## src/rtl/wb_addr_decode_if.sv

```systemverilog
// Purpose     : Wishbone B4 pipelined bundle around wb_addr_decode: one upstream master port plus N-slave fan-out.
// Latency     : none, wires only.
// Backpressure: carries m_stall_o upstream and per-slave s_stall_i downstream.
//
// Ports (signals):
//   m_cyc_i, m_stb_i, m_we_i, m_adr_i[AW], m_sel_i[SW], m_dat_i[DW]  master request
//   m_dat_o[DW], m_ack_o, m_err_o, m_stall_o                          master response
//   s_cyc_o[NSLAVE], s_stb_o[NSLAVE]                                  per-slave gated cycle/strobe
//   s_we_o, s_adr_o[AW], s_sel_o[SW], s_dat_o[DW]                     broadcast request fields
//   s_dat_i[NSLAVE*DW], s_ack_i[NSLAVE], s_stall_i[NSLAVE]            slave responses, slave i at [i*DW +: DW]
// modport slave  : the decoder's view (it is the slave of the upstream master).
// modport master : the environment's view (upstream initiator plus the slave fabric).
interface wb_addr_decode_if #(
    parameter int AW     = 32,
    parameter int DW     = 32,
    parameter int NSLAVE = 16
);
    localparam int SW = DW / 8;

    logic                 m_cyc_i;
    logic                 m_stb_i;
    logic                 m_we_i;
    logic [AW-1:0]        m_adr_i;
    logic [SW-1:0]        m_sel_i;
    logic [DW-1:0]        m_dat_i;
    logic [DW-1:0]        m_dat_o;
    logic                 m_ack_o;
    logic                 m_err_o;
    logic                 m_stall_o;

    logic [NSLAVE-1:0]    s_cyc_o;
    logic [NSLAVE-1:0]    s_stb_o;
    logic                 s_we_o;
    logic [AW-1:0]        s_adr_o;
    logic [SW-1:0]        s_sel_o;
    logic [DW-1:0]        s_dat_o;
    logic [NSLAVE*DW-1:0] s_dat_i;
    logic [NSLAVE-1:0]    s_ack_i;
    logic [NSLAVE-1:0]    s_stall_i;

    modport slave (
        input  m_cyc_i, m_stb_i, m_we_i, m_adr_i, m_sel_i, m_dat_i,
        output m_dat_o, m_ack_o, m_err_o, m_stall_o,
        output s_cyc_o, s_stb_o, s_we_o, s_adr_o, s_sel_o, s_dat_o,
        input  s_dat_i, s_ack_i, s_stall_i
    );

    modport master (
        output m_cyc_i, m_stb_i, m_we_i, m_adr_i, m_sel_i, m_dat_i,
        input  m_dat_o, m_ack_o, m_err_o, m_stall_o,
        input  s_cyc_o, s_stb_o, s_we_o, s_adr_o, s_sel_o, s_dat_o,
        output s_dat_i, s_ack_i, s_stall_i
    );
endinterface

```

## src/rtl/wb_addr_decode.sv

```systemverilog
// Purpose     : 1-master to NSLAVE-slave Wishbone B4 pipelined address decoder; slot = m_adr_i[BASE+SLOTW-1:BASE].
// Latency     : zero-cycle combinational routing of request and response; one bubble when switching slaves.
// Backpressure: master stalled by the target's stall, by MAXOUT outstanding, by a pending slave switch, and in ERR.
//
// Ports:
//   clk_i  bus clock
//   rst_i  synchronous active-high reset; forces every bus output to 0 while high
//   bus    wb_addr_decode_if.slave (master request/response and per-slave fan-out)
// Optional feature: define WB_TIMEOUT_EN to enable a TIMEOUT-cycle response watchdog
// that returns a bus error and drops outstanding transfers to a hung slave.
module wb_addr_decode #(
    parameter int AW      = 32,
    parameter int DW      = 32,
    parameter int NSLAVE  = 16,
    parameter int SLOTW   = 4,
    parameter int BASE    = 28,
    parameter int MAXOUT  = 4,
    parameter int TIMEOUT = 1023
) (
    input  logic            clk_i,
    input  logic            rst_i,
    wb_addr_decode_if.slave bus
);
    localparam int CW = $clog2(MAXOUT + 1);

    typedef enum logic [1:0] {
        ST_IDLE,
        ST_ACTIVE,
        ST_ERR
    } state_t;

    state_t            state_q, state_d;
    logic [SLOTW-1:0]  active_q, active_d;
    logic [CW-1:0]     outst_q, outst_d;

    logic [SLOTW-1:0]  slot;
    logic [SLOTW-1:0]  tgt;
    logic              mapped;
    logic              in_active;
    logic              tgt_vld;
    logic [NSLAVE-1:0] tgt_oh;

    logic              out_nz;
    logic              full;
    logic              sw_req;
    logic              hold;
    logic              sl_stall;
    logic              sl_ack;
    logic [DW-1:0]     sl_dat;
    logic              stall;
    logic              ack;
    logic              accept;
    logic              to_hit;
    logic              err;
    logic              run;

    // ------------------------------------------------------------------
    // Slot decode and target selection
    // ------------------------------------------------------------------
    assign slot = bus.m_adr_i[BASE+SLOTW-1:BASE];

    generate
        if (NSLAVE >= (1 << SLOTW)) begin : g_full_map
            assign mapped = 1'b1;
        end else begin : g_part_map
            assign mapped = ({1'b0, slot} < (SLOTW + 1)'(NSLAVE));
        end
    endgenerate

    // While a slave owns the bus, responses keep coming from it even if the
    // master has already moved its address to another slot.
    assign in_active = (state_q == ST_ACTIVE);
    assign tgt       = in_active ? active_q : slot;
    assign tgt_vld   = in_active | mapped;

    always_comb begin
        tgt_oh = '0;
        for (int i = 0; i < NSLAVE; i++) begin
            tgt_oh[i] = tgt_vld & (tgt == SLOTW'(i));
        end
    end

    // One-hot AND-OR response mux; an unmapped target yields all zeros.
    always_comb begin
        sl_dat = '0;
        for (int i = 0; i < NSLAVE; i++) begin
            sl_dat = sl_dat | (bus.s_dat_i[i*DW +: DW] & {DW{tgt_oh[i]}});
        end
    end

    assign sl_stall = |(bus.s_stall_i & tgt_oh);
    assign sl_ack   = |(bus.s_ack_i & tgt_oh);

    // ------------------------------------------------------------------
    // Flow control
    // ------------------------------------------------------------------
    assign out_nz = (outst_q != '0);
    assign full   = (outst_q == CW'(MAXOUT));
    assign sw_req = in_active & bus.m_stb_i & (slot != active_q);
    assign hold   = full | sw_req | (state_q == ST_ERR);
    assign stall  = sl_stall | hold;

    // Acks are only honoured while something is in flight, which masks stray
    // acks after reset, cycle abort or a watchdog timeout.
    assign ack    = sl_ack & out_nz;

    // Only strobes that reach a real slave are counted; an unmapped strobe is
    // accepted but answered by the ERR state rather than a slave ack.
    assign accept = bus.m_cyc_i & bus.m_stb_i & ~stall & tgt_vld;

    // ------------------------------------------------------------------
    // Response watchdog
    // ------------------------------------------------------------------
`ifdef WB_TIMEOUT_EN
    localparam int WDW = $clog2(TIMEOUT + 1);

    logic [WDW-1:0] wdog_q;

    // wdog_q counts completed idle-wait cycles, so the TIMEOUT-th waiting
    // cycle after the last accept/ack is the one that fires.
    assign to_hit = in_active & out_nz & ~accept & ~ack & (wdog_q == WDW'(TIMEOUT - 1));

    always_ff @(posedge clk_i) begin
        if (rst_i) begin
            wdog_q <= '0;
        end else if (!bus.m_cyc_i || accept || ack || !out_nz || to_hit) begin
            wdog_q <= '0;
        end else begin
            wdog_q <= wdog_q + WDW'(1);
        end
    end
`else
    assign to_hit = 1'b0;
`endif

    assign err = (state_q == ST_ERR) | to_hit;

    // ------------------------------------------------------------------
    // Next state
    // ------------------------------------------------------------------
    always_comb begin
        state_d  = state_q;
        active_d = active_q;
        outst_d  = outst_q;

        if (accept) begin
            outst_d = outst_d + CW'(1);
        end
        if (ack) begin
            outst_d = outst_d - CW'(1);
        end
        if (to_hit) begin
            outst_d = '0;
        end

        case (state_q)
            ST_IDLE: begin
                if (bus.m_stb_i) begin
                    if (mapped) begin
                        state_d  = ST_ACTIVE;
                        active_d = slot;
                    end else begin
                        state_d  = ST_ERR;
                    end
                end
            end
            ST_ACTIVE: begin
                // The ack that drains the last transfer counts in the same
                // cycle; the new slot is decoded from IDLE on the next one.
                if (sw_req && (outst_d == '0)) begin
                    state_d = ST_IDLE;
                end
            end
            ST_ERR: begin
                state_d = ST_IDLE;
            end
            default: begin
                state_d = ST_IDLE;
            end
        endcase

        // Dropping cyc abandons everything in flight.
        if (!bus.m_cyc_i) begin
            state_d = ST_IDLE;
            outst_d = '0;
        end
    end

    always_ff @(posedge clk_i) begin
        if (rst_i) begin
            state_q  <= ST_IDLE;
            active_q <= '0;
            outst_q  <= '0;
        end else begin
            state_q  <= state_d;
            active_q <= active_d;
            outst_q  <= outst_d;
        end
    end

    // ------------------------------------------------------------------
    // Outputs; everything is forced quiet while reset is held.
    // ------------------------------------------------------------------
    assign run = ~rst_i;

    assign bus.s_cyc_o   = tgt_oh & {NSLAVE{bus.m_cyc_i & run}};
    assign bus.s_stb_o   = tgt_oh & {NSLAVE{bus.m_cyc_i & bus.m_stb_i & ~hold & run}};
    assign bus.s_we_o    = bus.m_we_i & run;
    assign bus.s_adr_o   = run ? bus.m_adr_i : '0;
    assign bus.s_sel_o   = run ? bus.m_sel_i : '0;
    assign bus.s_dat_o   = run ? bus.m_dat_i : '0;

    assign bus.m_dat_o   = run ? sl_dat : '0;
    assign bus.m_ack_o   = ack & run;
    assign bus.m_err_o   = err & run;
    assign bus.m_stall_o = stall & run;
endmodule

```

## src/flat_wrapper.sv

```systemverilog
// flat-port wrapper written by rule: the top's interface ports become plain ports
module wb_addr_decode_flat 
#(
    parameter int AW      = 32,
    parameter int DW      = 32,
    parameter int NSLAVE  = 16,
    parameter int SLOTW   = 4,
    parameter int BASE    = 28,
    parameter int MAXOUT  = 4,
    parameter int TIMEOUT = 1023
)
  (clk_i, rst_i, bus_m_cyc_i, bus_m_stb_i, bus_m_we_i, bus_m_adr_i, bus_m_sel_i, bus_m_dat_i, bus_m_dat_o, bus_m_ack_o, bus_m_err_o, bus_m_stall_o, bus_s_cyc_o, bus_s_stb_o, bus_s_we_o, bus_s_adr_o, bus_s_sel_o, bus_s_dat_o, bus_s_dat_i, bus_s_ack_i, bus_s_stall_i);
  wb_addr_decode_if #(.AW(AW), .DW(DW), .NSLAVE(NSLAVE)) bus_i ();
  input  logic clk_i;
  input  logic rst_i;
  input wire logic [$bits(bus_i.m_cyc_i)-1:0] bus_m_cyc_i;
  input wire logic [$bits(bus_i.m_stb_i)-1:0] bus_m_stb_i;
  input wire logic [$bits(bus_i.m_we_i)-1:0] bus_m_we_i;
  input wire logic [$bits(bus_i.m_adr_i)-1:0] bus_m_adr_i;
  input wire logic [$bits(bus_i.m_sel_i)-1:0] bus_m_sel_i;
  input wire logic [$bits(bus_i.m_dat_i)-1:0] bus_m_dat_i;
  output wire logic [$bits(bus_i.m_dat_o)-1:0] bus_m_dat_o;
  output wire logic [$bits(bus_i.m_ack_o)-1:0] bus_m_ack_o;
  output wire logic [$bits(bus_i.m_err_o)-1:0] bus_m_err_o;
  output wire logic [$bits(bus_i.m_stall_o)-1:0] bus_m_stall_o;
  output wire logic [$bits(bus_i.s_cyc_o)-1:0] bus_s_cyc_o;
  output wire logic [$bits(bus_i.s_stb_o)-1:0] bus_s_stb_o;
  output wire logic [$bits(bus_i.s_we_o)-1:0] bus_s_we_o;
  output wire logic [$bits(bus_i.s_adr_o)-1:0] bus_s_adr_o;
  output wire logic [$bits(bus_i.s_sel_o)-1:0] bus_s_sel_o;
  output wire logic [$bits(bus_i.s_dat_o)-1:0] bus_s_dat_o;
  input wire logic [$bits(bus_i.s_dat_i)-1:0] bus_s_dat_i;
  input wire logic [$bits(bus_i.s_ack_i)-1:0] bus_s_ack_i;
  input wire logic [$bits(bus_i.s_stall_i)-1:0] bus_s_stall_i;
  assign bus_i.m_cyc_i = bus_m_cyc_i;
  assign bus_i.m_stb_i = bus_m_stb_i;
  assign bus_i.m_we_i = bus_m_we_i;
  assign bus_i.m_adr_i = bus_m_adr_i;
  assign bus_i.m_sel_i = bus_m_sel_i;
  assign bus_i.m_dat_i = bus_m_dat_i;
  assign bus_m_dat_o = bus_i.m_dat_o;
  assign bus_m_ack_o = bus_i.m_ack_o;
  assign bus_m_err_o = bus_i.m_err_o;
  assign bus_m_stall_o = bus_i.m_stall_o;
  assign bus_s_cyc_o = bus_i.s_cyc_o;
  assign bus_s_stb_o = bus_i.s_stb_o;
  assign bus_s_we_o = bus_i.s_we_o;
  assign bus_s_adr_o = bus_i.s_adr_o;
  assign bus_s_sel_o = bus_i.s_sel_o;
  assign bus_s_dat_o = bus_i.s_dat_o;
  assign bus_i.s_dat_i = bus_s_dat_i;
  assign bus_i.s_ack_i = bus_s_ack_i;
  assign bus_i.s_stall_i = bus_s_stall_i;
  wb_addr_decode #(.AW(AW), .DW(DW), .NSLAVE(NSLAVE), .SLOTW(SLOTW), .BASE(BASE), .MAXOUT(MAXOUT), .TIMEOUT(TIMEOUT)) u_core (.clk_i(clk_i), .rst_i(rst_i), .bus(bus_i));
endmodule
```

## config.mk

```make
export PLATFORM = sky130hd
export DESIGN_NAME = wb_addr_decode_flat
export DESIGN_NICKNAME = d
export VERILOG_FILES = /design/src/rtl/wb_addr_decode_if.sv /design/src/rtl/wb_addr_decode.sv /design/src/flat_wrapper.sv
export SDC_FILE = /design/constraint.sdc
export NUM_CORES = 1
export LEC_CHECK = 0
export ABC_AREA = 1
export CAP_MARGIN = 20
export CORE_AREA = 2 2 297 299
export CTS_CLUSTER_SIZE = 12
export DETAILED_ROUTE_END_ITERATION = 6
export DIE_AREA = 0 0 299 301
export SYNTH_ARGS = -nofsm -noshare
export SYNTH_HDL_FRONTEND = slang
export SYNTH_SLANG_ARGS = --single-unit
export TNS_END_PERCENT = 5
```

## constraint.sdc

```tcl
create_clock -name clk_i -period 2.6 [get_ports clk_i]
set_clock_uncertainty 0.2 [all_clocks]
set_input_delay 0.52 -clock clk_i [delete_from_list [all_inputs] [get_ports clk_i]]
set_output_delay 0.52 -clock clk_i [all_outputs]
set_load 0.01 [all_outputs]
```

Word-level counts from Yosys, hierarchy flattened --
Cells that the tools add are included.
Storage, ports and cells: register bits 9, latch bits 0, memory bits (writable) 0, bits in read-only memories 0, input port bits 617, output and inout bits 136, memories kept 0
Cells by class: add/subtract/negate cells 2, multiply operators 0, divide/modulo/power cells 0, order comparisons 0, equality and inequality tests 21, shift-type cells 0, multiplexer cells 10, bitwise logic cells 54, reduce and logical (&&, ||, !) cells 10
Operators with widths (number):
- $and A32 B32 Y32 | 16
- $or A32 B32 Y32 | 15
- $mux W32 | 3
- $and A16 B16 Y16 | 4
- $eq A4 B4 Y1 const B | 8
- $reduce_or A16 Y1 | 2
- $eq A4 B3 Y1 const B | 4
- $and A1 B1 Y1 | 12
- $eq A4 B2 Y1 const B | 2
- $mux W4 | 2
- $mux W3 | 2
- $eq A4 B1 Y1 const B | 1
- $logic_not A4 Y1 | 1
- $mux W2 | 2
- $ne A2 B2 Y1 const B | 2
- $ne A4 B4 Y1 | 1
- $not A1 Y1 | 4
- $pmux W2 S2 | 1
- $reduce_and A2 Y1 | 2
- $add A3 B1 Y3 const B | 1
- $eq A3 B3 Y1 const B | 1
- $logic_not A3 Y1 | 1
- $or A1 B1 Y1 | 3
- $reduce_bool A3 Y1 | 1
- other kinds (6) | 6

Depth between registers and ports, before layout --
Gate-level depths: netlist of the first run.
depth after elaboration 20, gate-level depth with buffers 23, depth with buffers taken out 23

Worst setup path before layout of the first run --
No wires, ideal clock.
kind input port to output port, start input port bus_m_adr_i[28], end output port bus_m_dat_o[20], data arrival time 1.888 ns, data required time 1.880 ns, path slack -0.008 ns, cell stages on the path 12, path through inv_1 > nand2_1 > nand2_2 > nor2_4 > buf_4 > nand2_1 > inv_1 > buf_2 > nand2_1 > o21ai_0 > a221oi_1 > a41oi_1
Between the ends: longest elaborated chain between the ends 19, elaborated cells on any way between the ends 49, classes of those cells eq/ne: 15; mux: 2; bitwise: 31; reduce/logical: 1
Ends and longest elaborated chain:
- start: declaration | RTL line flat_wrapper.sv:19 | input wire logic [$bits(bus_i.m_adr_i)-1:0] bus_m_adr_i;
- $mux W4 * | RTL line wb_addr_decode.sv:73 | assign tgt = in_active ? active_q : slot;
- $eq A4 B1 Y1 or $logic_not A4 Y1 (tied branches) | RTL line wb_addr_decode.sv:79 | tgt_oh[i] = tgt_vld & (tgt == SLOTW'(i));
- $and A32 B32 Y32 | RTL line wb_addr_decode.sv:87 | sl_dat = sl_dat | (bus.s_dat_i[i*DW +: DW] & {DW{tgt_oh[i]}});
- $or A32 B32 Y32 (14 in a row) | RTL line wb_addr_decode.sv:87
- $or A32 B32 Y32 * | RTL line wb_addr_decode.sv:87
- $mux W32 * | RTL line wb_addr_decode.sv:213 | assign bus.m_dat_o = run ? sl_dat : '0;
- end: declaration | RTL line flat_wrapper.sv:22 | output wire logic [$bits(bus_i.m_dat_o)-1:0] bus_m_dat_o;
Every way passes the cells marked *; elsewhere a longest branch is shown, timed or not.

Final worst setup path of the first run --
start register u_core.state_q[0], end output port bus_m_dat_o[29]
Between the ends: longest elaborated chain between the ends 20, elaborated cells on any way between the ends 50, classes of those cells eq/ne: 16; mux: 2; bitwise: 31; reduce/logical: 1
Ends and longest elaborated chain:
- start: declaration | RTL line wb_addr_decode.sv:32 | state_t state_q, state_d;
- start signal: assignment | RTL line wb_addr_decode.sv:195 | state_q <= state_d;
- $eq A2 B1 Y1 * | RTL line wb_addr_decode.sv:72 | assign in_active = (state_q == ST_ACTIVE);
- $mux W4 * | RTL line wb_addr_decode.sv:73
- $eq A4 B1 Y1 or $logic_not A4 Y1 (tied branches) | RTL line wb_addr_decode.sv:79
- $and A32 B32 Y32 | RTL line wb_addr_decode.sv:87
- $or A32 B32 Y32 (14 in a row) | RTL line wb_addr_decode.sv:87
- $or A32 B32 Y32 * | RTL line wb_addr_decode.sv:87
- $mux W32 * | RTL line wb_addr_decode.sv:213
Marks and branches as above.

==> summary.txt, run 1 <==
Outcome
  – Outcome: complete, but fails checks
  – Failing checks: setup timing

Critical path
  – Element type at the critical path start: flop
  – Critical Path AT: about 2500 ps
  – Worst Path Required: 1880 ps
  – R2r setup slk: -480 ps
  – CP most frequent cell: nand2_1
  – Max stage delay on crit path: 410 ps
  – Critical path buffers and inverters: 5
  – Reg-to-reg endpoint: u_core.outst_q[1]$_SDFF_PP0_
  – CP Class: flop to output port
  – Crit path capture type: output port
  – Worst r2r path cells: 23
  – Kind of cell adding the most delay to the critical path: simple AND/OR/NAND/NOR gates
  – CP Max Fanout: 12
  – Setup crit start: u_core.state_q[0]$_SDFFE_PP0P_
  – Worst path slowest cell: dfxtp_4
  – Reg-to-reg critical path startpoint: u_core.state_q[0]$_SDFFE_PP0P_
  – Cells along the critical path: buf_6 -> nand2_1 -> nand2_2 -> nor2_4 -> buf_12 -> nand2_4 -> inv_8 -> bufbuf_16 -> nand2_1 -> nand4_1 -> nor3b_4 -> a31oi_4 -> buf_2

Clock tree
  – Level count of the clock H-tree: 1
  – CTS Buf Count: 3
  – Hold_buf cts: 0
  – Worst skew pair latency: 240 ps
  – Clock transition at the registers of the reported paths: 40 ps
  – Sink Count: 8
  – Clk root buf: clkbuf_16
  – TritonCTS clock tree: yes
  – Clock Tree Buf Depth: 2

Power
  – Pwr/cell area: 208 nW/um^2
  – Logic pwr share: 88.7%
  – NetSw: 0.00150 W
  – Sw frac: 41.5%
  – Internal: 0.00211 W
  – Clk pwr share: 7.5%
  – Worst-case vdd ir drop: 0.135 mV
  – Register share of total power: 3.9%
  – Lkg Pwr: 7.33 nW

Placed design
  – IO buf count: 751
  – Final Wtd Congestion: ~0.9
  – HPWL Detailed: 78.8 mm

Routing
  – Wire per inst: between 20 and 30 microns
  – ANT nets after route: 0
  – 1st-iter DRT viols: 962
  – First-pass DRT Iterations: 5
  – DRC: 0
  – WL final: 90.4 mm
  – Via/cell ratio: 3.75
  – Via count: 11800

Synth
  – Ys flop type: dfxtp_1
  – Synth Instances: 1029
  – Synth Net Count: 1649
  – Post-synth EDFFs: 0
  – Seq/Total Area, Yosys: 3.07%
  – Mean post-synth cell area: a little over 5 sq um
  – Post-synthesis xor/xnor area fraction: 0.839%
  – Synth Area in Adders: 0.719%
  – FFs w/ async S/R, synth: 0%
  – Largest family of logic cells by synthesized area: simple AND/OR/NAND/NOR gates
  – Area fraction in compound gates after synthesis: about a third
  – Synth Area in Simple Gates: 43.3%
  – Netlist cell types: 38
  – Yosys warns: 0
  – Post-Syn Area: around 5200 sq um
  – Mux share of post-synthesis cell area: 0%
  – Yosys reg bits: 8

Worst hold path
  – Hold depth: 3
  – Endpoint, Worst Hold: u_core.active_q[1]$_SDFFE_PP0P_
  – Hold Crit Class: flop to flop
  – Hold wc startpoint: u_core.active_q[1]$_SDFFE_PP0P_

Die
  – Io pins: 753
  – Core area: 86500 sq um
  – Die Area: 90000 sq um
  – Initial Utilization: 6.03%
  – Die H: about 300 microns
  – Row count: ~110
  – Die width: 299 microns

Timing
  – Post-route minimum period: 3240 ps
  – Worst setup margin: -639 ps
  – Final Hold Fails: 0
  – Setup Viol. Count Final: 47
  – Final Max Tran Viols: 0
  – Final period utilization: 125%
  – RSZ-0062 raised after global routing: true
  – Setup TNS: -19430 ps
  – FMAX: 0.309 GHz

Final layout
  – Fraction of layout cells with a size suffix above 1: 25.8%
  – FF/Latch Area: ~160 sq um
  – Core Util, Final: 20.0%
  – Area Overhead vs Synth: 231%
  – Fillcell total: 9861
  – Fin nets: 2606
  – Multi-input gate area in the final layout: 4760 sq um

GRT
  – GRT Util Overall: 19.1%
  – Vias in the first global route: approximately 12000
  – Initial antenna violation count: 93
  – Gr ovfl total: 0
  – First-pass GRT wire length: ~110 mm
  – Pin count of the biggest net entering global routing: 31

Flow run
  – Max Cap Violations: 0
state kept, by name, indices dropped and copies added, names as in the netlist:
signal           count
u_core.state_q       1
u_core.outst_q       3
u_core.active_q      4
power groups by stage:
stage                     combinational, W  sequential, W  clock [W]
after floorplan                   0.000743       0.000138          0
after global placement             0.00296       0.000140          0
after detailed placement           0.00295       0.000140          0
after CTS                          0.00315       0.000138   0.000276
after global routing               0.00340       0.000141   0.000277
final                              0.00319       0.000139   0.000269
routing by layer:
metal	wire length [microns]	track usage (%)	vias up	share of wire (%)
li1	-	-	5406	-
met1	36500	23.0	5408	40
met2	41700	32.5	723	46
met3	9840	7.84	203	11
met4	1850	2.43	90	2.0
met5	559	0	-	0.62
layout make-up:
cell class	count	share of cell area (%)
Timing Repair Buffer	1018	58.2
Clock buffer	3	0.434
Inverter	184	4.34
Sequential cell	8	0.948
Antenna cell	14	0.203
Multi-Input combinational cell	771	27.5
Tap cell	1155	8.36
Yosys cell counts (2+ instances only):
cell | instances | area [sq um]
nor2_4 | 6 | 67.6
a32o_1 | 3 | 30.0
o2111ai_1 | 4 | 35.0
a211oi_1 | 5 | 37.5
buf_6 | 2 | 22.5
nor2_2 | 2 | 12.5
o21ai_1 | 4 | 20.0
dfxtp_1 | 8 | 160
o22ai_1 | 2 | 12.5
inv_2 | 11 | 41.3
buf_2 | 33 | 165
a31oi_1 | 6 | 37.5
nor3b_1 | 3 | 22.5
nand2_2 | 14 | 87.6
inv_1 | 173 | 649
xnor2_1 | 4 | 35.0
nand2_1 | 268 | 1010
a22o_1 | 19 | 166
nor2_8 | 2 | 40.0
and2_1 | 2 | 12.5
clkbuf_1 | 26 | 97.6
nor2_1 | 130 | 488
nand3_1 | 75 | 375
o21ai_0 | 65 | 325
a21oi_1 | 26 | 130
a41oi_1 | 23 | 201
nand4_1 | 18 | 113
a221oi_1 | 78 | 683
nor3_1 | 2 | 10.0
ha_1 | 3 | 37.5
buf_4 | 5 | 37.5
cells by family (layout without fill, tap and decap cells):
family	count (synthesis)	after routing
AND/OR/NAND/NOR	525	525
buffers and inverters	250	1205
AO/OA/AOI/OAI	237	237
flip-flops	8	8
XOR/XNOR	5	5
adder cells (fa/ha/maj)	3	3
other	1	15
cell usage in the layout, fill, tap and decap left out, types with 19 or more instances in the layout:
cell type,count
a21oi_1,20
a221oi_1,46
a221oi_2,29
a22o_1,19
buf_12,53
buf_2,37
buf_4,216
clkdlybuf4s50_1,663
inv_1,164
nand2_1,240
nand2_2,30
nand3_1,67
nor2_1,119
o21ai_0,53
what timing repair did:
action,in CTS,in global routing
setup endpoints to repair,79,67
pin swaps,37,31
setup buffers,28,16
gates resized for setup,336,117
cloned,5,0
stage by stage:
step / cells / hold slack (ps) / setup slack, ps / power [W] / instance area, sq um
3_3_place_gp: 3087 / 376 / -1680 / 0.00310 / 16000
3_5_place_dp: 3087 / 369 / -1660 / 0.00309 / 16000
2_1_floorplan: 1029 / 269 / 6.10 / 0.000881 / 5230
6_report: 3153 / 381 / -639 / 0.00360 / 17300
5_1_grt: 3143 / 419 / -724 / 0.00381 / 17300
4_1_cts: 3123 / 382 / -654 / 0.00357 / 16900
worst reg2reg max path, cell delays in order (launching register included):
cell and delay (ps):
dfxtp_4 380, buf_4 160, nand2_4 60, nand2_4 50, buf_4 130, nor2_4 180, buf_6 140, nand2_8 80
buf_4 140, buf_4 150, o21ai_2 100, inv_1 60, nand2_2 70, nor2_4 50, buf_4 150, nand3_4 70
nand2_2 60, and2_4 140, ha_4 220, nand2_1 70, nand2_2 50, buf_4 120, buf_4 120, nor2_1 60
worst max path at each step:
stage | to | cells past startpoint
finish | bus_m_dat_o[29] | 13
global route | bus_m_dat_o[29] | 14
CTS | bus_m_dat_o[27] | 16
floorplan | bus_m_dat_o[23] | 10
global placement | bus_m_dat_o[30] | 14
detailed placement | bus_m_dat_o[29] | 13
Power figures use the tool's default switching activity.
==> run 2, diff against run 1 <==
==> constraint.sdc (replaced) <==
create_clock -name clk_i -period 2.6 [get_ports clk_i]
set_clock_uncertainty 0.2 [all_clocks]
set_input_delay 0.39 -clock clk_i [delete_from_list [all_inputs] [get_ports clk_i]]
set_output_delay 0.39 -clock clk_i [all_outputs]
set_load 0.01 [all_outputs]
==> run 2 against run 1 <==
Effect of this change: the run still ends with setup timing left; sequential cell count did not move; first-iteration DRC count fell by 6.1%; critical path type unchanged; clock power barely moved; sequential power barely moved; cell count fell by 0.60%; wire length fell by 0.58%; largest power group unchanged; count of clock-buffer cells in the layout did not move.
==> summary.txt, run 2 (synthesis results as in run 1) <==
Die
  – Io pins: 753 (unchanged)
  – Die Area: 90000 sq um (unchanged)
  – Die width: 299 microns (unchanged)
  – Die H: 301 microns (unchanged)
  – Core area: 86500 sq um (unchanged)
  – Initial Utilization: 6.03% (unchanged)
  – Row count: 108 (unchanged)

Critical path
  – Crit path capture type: output port
  – Element type at the critical path start: flop
  – Worst r2r path cells: 23 (unchanged)
  – CP Class: flop to output port
  – Critical Path AT: 2680 ps (+160 ps)
  – Worst Path Required: 2010 ps (+130 ps)
  – CP Max Fanout: 7 (-5)

Placed design
  – IO buf count: 751 (unchanged)
  – Setup WS pre-CTS: -1390 ps (+273 ps)
  – HPWL Detailed: 78.6 mm (-0.29%)
  – Final Wtd Congestion: 0.878 (-2.5%)
  – Placed Area: 15600 sq um (-2.3%)

Power
  – Pwr/cell area: 208 nW/um^2 (about the same)
  – Lkg Pwr: 7.07 nW (-3.6%)
  – Overall power: 0.00348 W (-3.3%)
  – Worst-case vdd ir drop: 0.158 mV (+17%)

Final layout
  – Area Overhead vs Synth: 220%
  – Commonest cells after routing, fill and taps aside: 683 x clkdlybuf4s50_1, 247 x nand2_1, 194 x buf_4, 168 x inv_1, 128 x nor2_1
  – Finished Cell Area: 16700 sq um (-3.4%)
  – Top reg by flops: u_core.active_q
  – Fin nets: 2578 (-1.1%)
  – Most common cell after layout, fill and taps aside: clkdlybuf4s50_1
  – Fraction of layout cells with a size suffix above 1: 21.1% (-4.7 points)
  – Max reg flops: 4 (unchanged)
  – Biggest regs: u_core.active_q (4), u_core.outst_q (3), u_core.state_q (1)

Routing
  – DRC: 0 (unchanged)
  – ANT nets after route: 0 (unchanged)
  – Wire per inst: 28.7 microns (about the same)
  – WL final: 89.9 mm (-0.58%)
  – First-pass DRT Iterations: 5 (unchanged)
  – Via/cell ratio: 3.77 (+0.37%)
  – 1st-iter DRT viols: 903 (-6.1%)
  – Via count: 11800 (-0.24%)

Clock tree
  – Worst skew pair latency: 230 ps (about the same)
  – TritonCTS clock tree: yes
  – Clk root buf: clkbuf_16
  – Clock Tree Buf Depth: 2 (unchanged)
  – Hold_buf cts: 0 (unchanged)
  – Clock transition at the registers of the reported paths: 40 ps (about the same)
  – Level count of the clock H-tree: 1 (unchanged)
  – Sink Count: 8 (unchanged)
  – CTS Buf Count: 3 (unchanged)

Timing
  – Final Hold Fails: 0 (unchanged)
  – Max_slew headroom: about two thirds
  – Worst setup margin: -672 ps (-32.7 ps)
  – Final period utilization: 126% (+1.3 points)
  – Actual slew at the worst max-slew pin: 501 ps
  – RSZ-0062 raised after global routing: true
  – FMAX: 0.306 GHz (-1.0%)
  – Post-route minimum period: 3270 ps (+32.7 ps)
  – Final Max Tran Viols: 0 (unchanged)
  – Setup Viol. Count Final: 42 (-11%)

GRT
  – GRT Util Overall: 18.9% (-0.27 points)
  – Pin count of the biggest net entering global routing: 81 (+160%)
  – Gr ovfl total: 0 (unchanged)
  – Initial antenna violation count: 95 (+2.2%)
  – First-pass GRT wire length: 112 mm (-2.3%)
  – Vias in the first global route: 11800 (-3.2%)

Outcome
  – Outcome: complete, but fails checks
  – Failing checks: setup timing

Worst hold path
  – Hold Crit Class: flop to flop
  – Hold depth: 3 (unchanged)

Flow run
  – Max Cap Violations: 0 (unchanged)
-- run 2: timing repair --
| action | 4_1_cts | 5_1_grt |
|---|---|---|
| pin swaps | 26 | 10 |
| setup endpoints to repair | 70 | 63 |
| resized for setup | 252 | 85 |
| gates cloned | 4 | 0 |
| buffers inserted | 30 | 5 |
-- run 2: where the power goes --
group          internal (W)  switching, W
registers          0.000130    0.00000785
clock network      0.000199     0.0000678
logic               0.00169       0.00139
total               0.00202       0.00146
-- run 2: metal layers --
metal	up-vias	routed length, microns	track usage [%]
li1	5350	-	-
met1	5378	34600	21.6
met2	757	40000	30.3
met3	219	11400	9.36
met4	98	3220	6.57
met5	-	621	0
-- run 2: worst paths after layout --
check        slack [ps]                             from                         endpoint
max reg2reg        -520   u_core.state_q[0]$_SDFFE_PP0P_   u_core.state_q[0]$_SDFFE_PP0P_
min reg2reg         370  u_core.active_q[3]$_SDFFE_PP0P_  u_core.active_q[3]$_SDFFE_PP0P_
min                 370  u_core.active_q[3]$_SDFFE_PP0P_  u_core.active_q[3]$_SDFFE_PP0P_
max                -670   u_core.state_q[0]$_SDFFE_PP0P_                  bus_m_dat_o[27]
-- run 2: area by class of cell --
type | instances | area [sq um]
Inverter | 184 | 731
Timing Repair Buffer | 990 | 9690
Sequential cell | 8 | 164
Fill cell | 9874 | 69800
Multi-Input combinational cell | 771 | 4540
Clock buffer | 3 | 75.1
Tap cell | 1155 | 1450
Antenna cell | 23 | 57.6
-- run 2: per-stage QoR --
stage / TNS, ps / std cells / hold WS (ps) / util [%]
after detailed placement: -57320 / 3069 / 356 / 18.0
after floorplan: 0 / 1029 / 269 / -
final: -20470 / 3134 / 372 / 19.3
after CTS: -21760 / 3106 / 363 / 19.1
after global placement: -56750 / 3069 / 363 / 18.0
after global routing: -25610 / 3123 / 407 / 19.3
-- run 2: critical path, stage by stage, from the launching register on --
cell and delay, ps:
dfxtp_4 390, buf_12 130, nand2_4 50, nand2_4 60, buf_6 90, nor2_4 50, buf_6 120, nand2_4 80
inv_4 40, buf_12 130, buf_6 120, nand2_4 40, nand4_1 140, a221oi_4 280, buf_4 180, nand4_1 150
nor2_1 150, nor2_1 60, buf_4 180
==> run 3, diff against run 2 <==
CAP_MARGIN = unset   (was 20)
CORE_AREA = 3 3 296 298   (was 2 2 297 299)
clock period = 4.15 ns   (was 2.6 ns; I/O delays follow)
==> run 3 against run 2 <==
Effect of this change: critical path depth decreased by 3; critical endpoint is now bus_m_dat_o[8]; sequential share of layout area hardly changed; total power down 42%; the run still ends with setup timing left; largest power group unchanged.
==> summary.txt, run 3 (synthesis results as in run 1) <==
Final layout
  – Final cell count without fillers: 3074 (-1.9%)
  – Core Util, Final: 18.6% (-0.74 points)
  – Biggest regs: u_core.active_q (4), u_core.outst_q (3), u_core.state_q (1)
  – Commonest cells after routing, fill and taps aside: 714 x clkdlybuf4s50_1, 267 x nand2_1, 169 x inv_1, 151 x buf_4, 130 x nor2_1
  – Area Overhead vs Synth: 203%
  – Fin nets: 2514 (-2.5%)
  – Most common cell after layout, fill and taps aside: clkdlybuf4s50_1
  – Top reg by flops: u_core.active_q
  – Max reg flops: 4 (unchanged)
  – Fraction of layout cells with a size suffix above 1: 12.9% (-8.2 points)
  – Finished Cell Area: 15800 sq um (-5.3%)

Die
  – Die Area: 90000 sq um (unchanged)
  – Die H: 301 microns (unchanged)
  – Io pins: 753 (unchanged)
  – Row count: 107 (-0.93%)
  – Die width: 299 microns (unchanged)
  – Initial Utilization: 6.13% (+0.095 points)
  – Core area: 85100 sq um (-1.5%)

GRT
  – Gr ovfl total: 0 (unchanged)
  – First-pass GRT wire length: 112 mm (+0.44%)
  – Initial antenna violation count: 130 (+37%)
  – Pin count of the biggest net entering global routing: 104 (+28%)
  – Vias in the first global route: 11500 (-2.4%)
  – GRT Util Overall: 18.9% (about the same)

Placed design
  – Setup WS pre-CTS: -544 ps (+846 ps)
  – Placed Area: 15500 sq um (-0.38%)
  – IO buf count: 751 (unchanged)
  – HPWL Detailed: 80.7 mm (+2.6%)
  – Final Wtd Congestion: 0.863 (-1.7%)
  – Post-Place Cells: 3033 (-1.2%)

Critical path
  – Crit path capture type: output port
  – Element type at the critical path start: primary input
  – Critical Path AT: 3410 ps (+730 ps)
  – CP Class: primary input to output port
  – CP Max Fanout: 10 (+3)
  – Worst Path Required: 3330 ps (+1320 ps)

Timing
  – Final Hold Fails: 0 (unchanged)
  – Max_slew headroom: 59.0% (-7.6 points)
  – RSZ-0062 raised after global routing: true
  – Worst setup margin: -81.1 ps (+591 ps)
  – Actual slew at the worst max-slew pin: 615 ps (+114 ps)
  – Final period utilization: 102%
  – Setup Viol. Count Final: 1 (-98%)
  – Final Max Tran Viols: 0 (unchanged)
  – Post-route minimum period: 4230 ps
  – FMAX: approximately 0.24 GHz

Routing
  – 1st-iter DRT viols: 991 (+9.7%)
  – ANT nets after route: 0 (unchanged)
  – Wire per inst: 29.2 microns (+1.8%)
  – Via count: 11400 (-3.0%)
  – First-pass DRT Iterations: 6 (+1)
  – WL final: 89.7 mm (-0.18%)
  – Via/cell ratio: 3.72 (-1.1%)
  – DRC: 0 (unchanged)

Clock tree
  – Clock Tree Buf Depth: 2 (unchanged)
  – Clk root buf: clkbuf_16
  – Post CTS Setup Buffer Count: 0 (-100%)
  – Hold_buf cts: 0 (unchanged)
  – Worst skew pair latency: 230 ps (about the same)
  – Sink Count: 8 (unchanged)
  – Level count of the clock H-tree: 1 (unchanged)
  – Clock transition at the registers of the reported paths: 40 ps (about the same)
  – TritonCTS clock tree: yes
  – CTS Buf Count: 3 (unchanged)

Power
  – Lkg Pwr: 6.56 nW (-7.2%)
  – Worst-case vdd ir drop: 0.0820 mV (-48%)
  – Pwr/cell area: 128 nW/um^2 (-39%)
  – Internal: 0.00119 W (-41%)
  – Logic pwr share: 87.8% (-0.6 points)
  – Register share of total power: 4.3% (+0.3 points)
  – Sw frac: 41.3% (-0.80 points)
  – NetSw: 0.000837 W (-43%)
  – Clk pwr share: 8.0% (+0.3 points)

Outcome
  – Failing checks: setup timing
  – Outcome: complete, but fails checks

Flow run
  – Max Cap Violations: 0 (unchanged)

Worst hold path
  – Hold Crit Class: flop to flop
[run 3: final timing paths]
path	cells after the start	slack (ps)	end	from
max	15	-80	bus_m_dat_o[8]	bus_m_adr_i[30]
min	2	300	u_core.active_q[3]$_SDFFE_PP0P_	u_core.active_q[3]$_SDFFE_PP0P_
max reg2reg	22	920	u_core.state_q[0]$_SDFFE_PP0P_	u_core.state_q[0]$_SDFFE_PP0P_
min reg2reg	2	300	u_core.active_q[3]$_SDFFE_PP0P_	u_core.active_q[3]$_SDFFE_PP0P_
[run 3: per-stage QoR]
stage / total power [W] / setup TNS (ps) / hold WS (ps)
global route: 0.00215 / -444 / 346
finish: 0.00203 / -81.1 / 302
CTS: 0.00206 / -816 / 304
floorplan: 0.000551 / 0 / 269
global placement: 0.00189 / -4940 / 301
detailed placement: 0.00189 / -4650 / 296
[run 3: critical path: stages]
cell	delay (ps)
clkdlybuf4s50_1	530
inv_1	80
nand2_1	80
nand2_2	80
nor2_4	210
buf_6	180
nand2_1	90
inv_2	110
buf_12	160
buf_12	160
nand2_1	60
nand4_1	230
a21oi_1	70
a21oi_1	150
clkdlybuf4s50_1	550
[run 3: power groups by stage]
stage,logic (W),clock network [W],registers (W)
3_3_place_gp,0.00180,0,0.0000878
4_1_cts,0.00181,0.000164,0.0000865
2_1_floorplan,0.000465,0,0.0000864
6_report,0.00178,0.000162,0.0000865
3_5_place_dp,0.00180,0,0.0000876
5_1_grt,0.00190,0.000169,0.0000872
[run 3: area by class of cell]
| type | count | area, sq um |
|---|---|---|
| diodes | 38 | 95.1 |
| inverters | 184 | 691 |
| flip-flops and latches | 8 | 160 |
| fillers | 9790 | 69300 |
| clock buffers | 3 | 75.1 |
| multi-input cells | 771 | 4150 |
| well taps | 1144 | 1430 |
| repair buffers | 926 | 9220 |
[run 3: per-layer routing]
layer  routed length, microns  global-route usage [%]  vias up
met1                    34500                    21.3     5107
li1                         -                       -     5242
met5                      862                       0        -
met4                     1880                    3.58      130
met3                    12500                    11.7      230
met2                    39900                    30.5      736
[run 3: repair_timing]
item                       4_1_cts  5_1_grt
gates resized for setup         33       16
setup endpoints to repair       30       21
pin swaps                        0        2
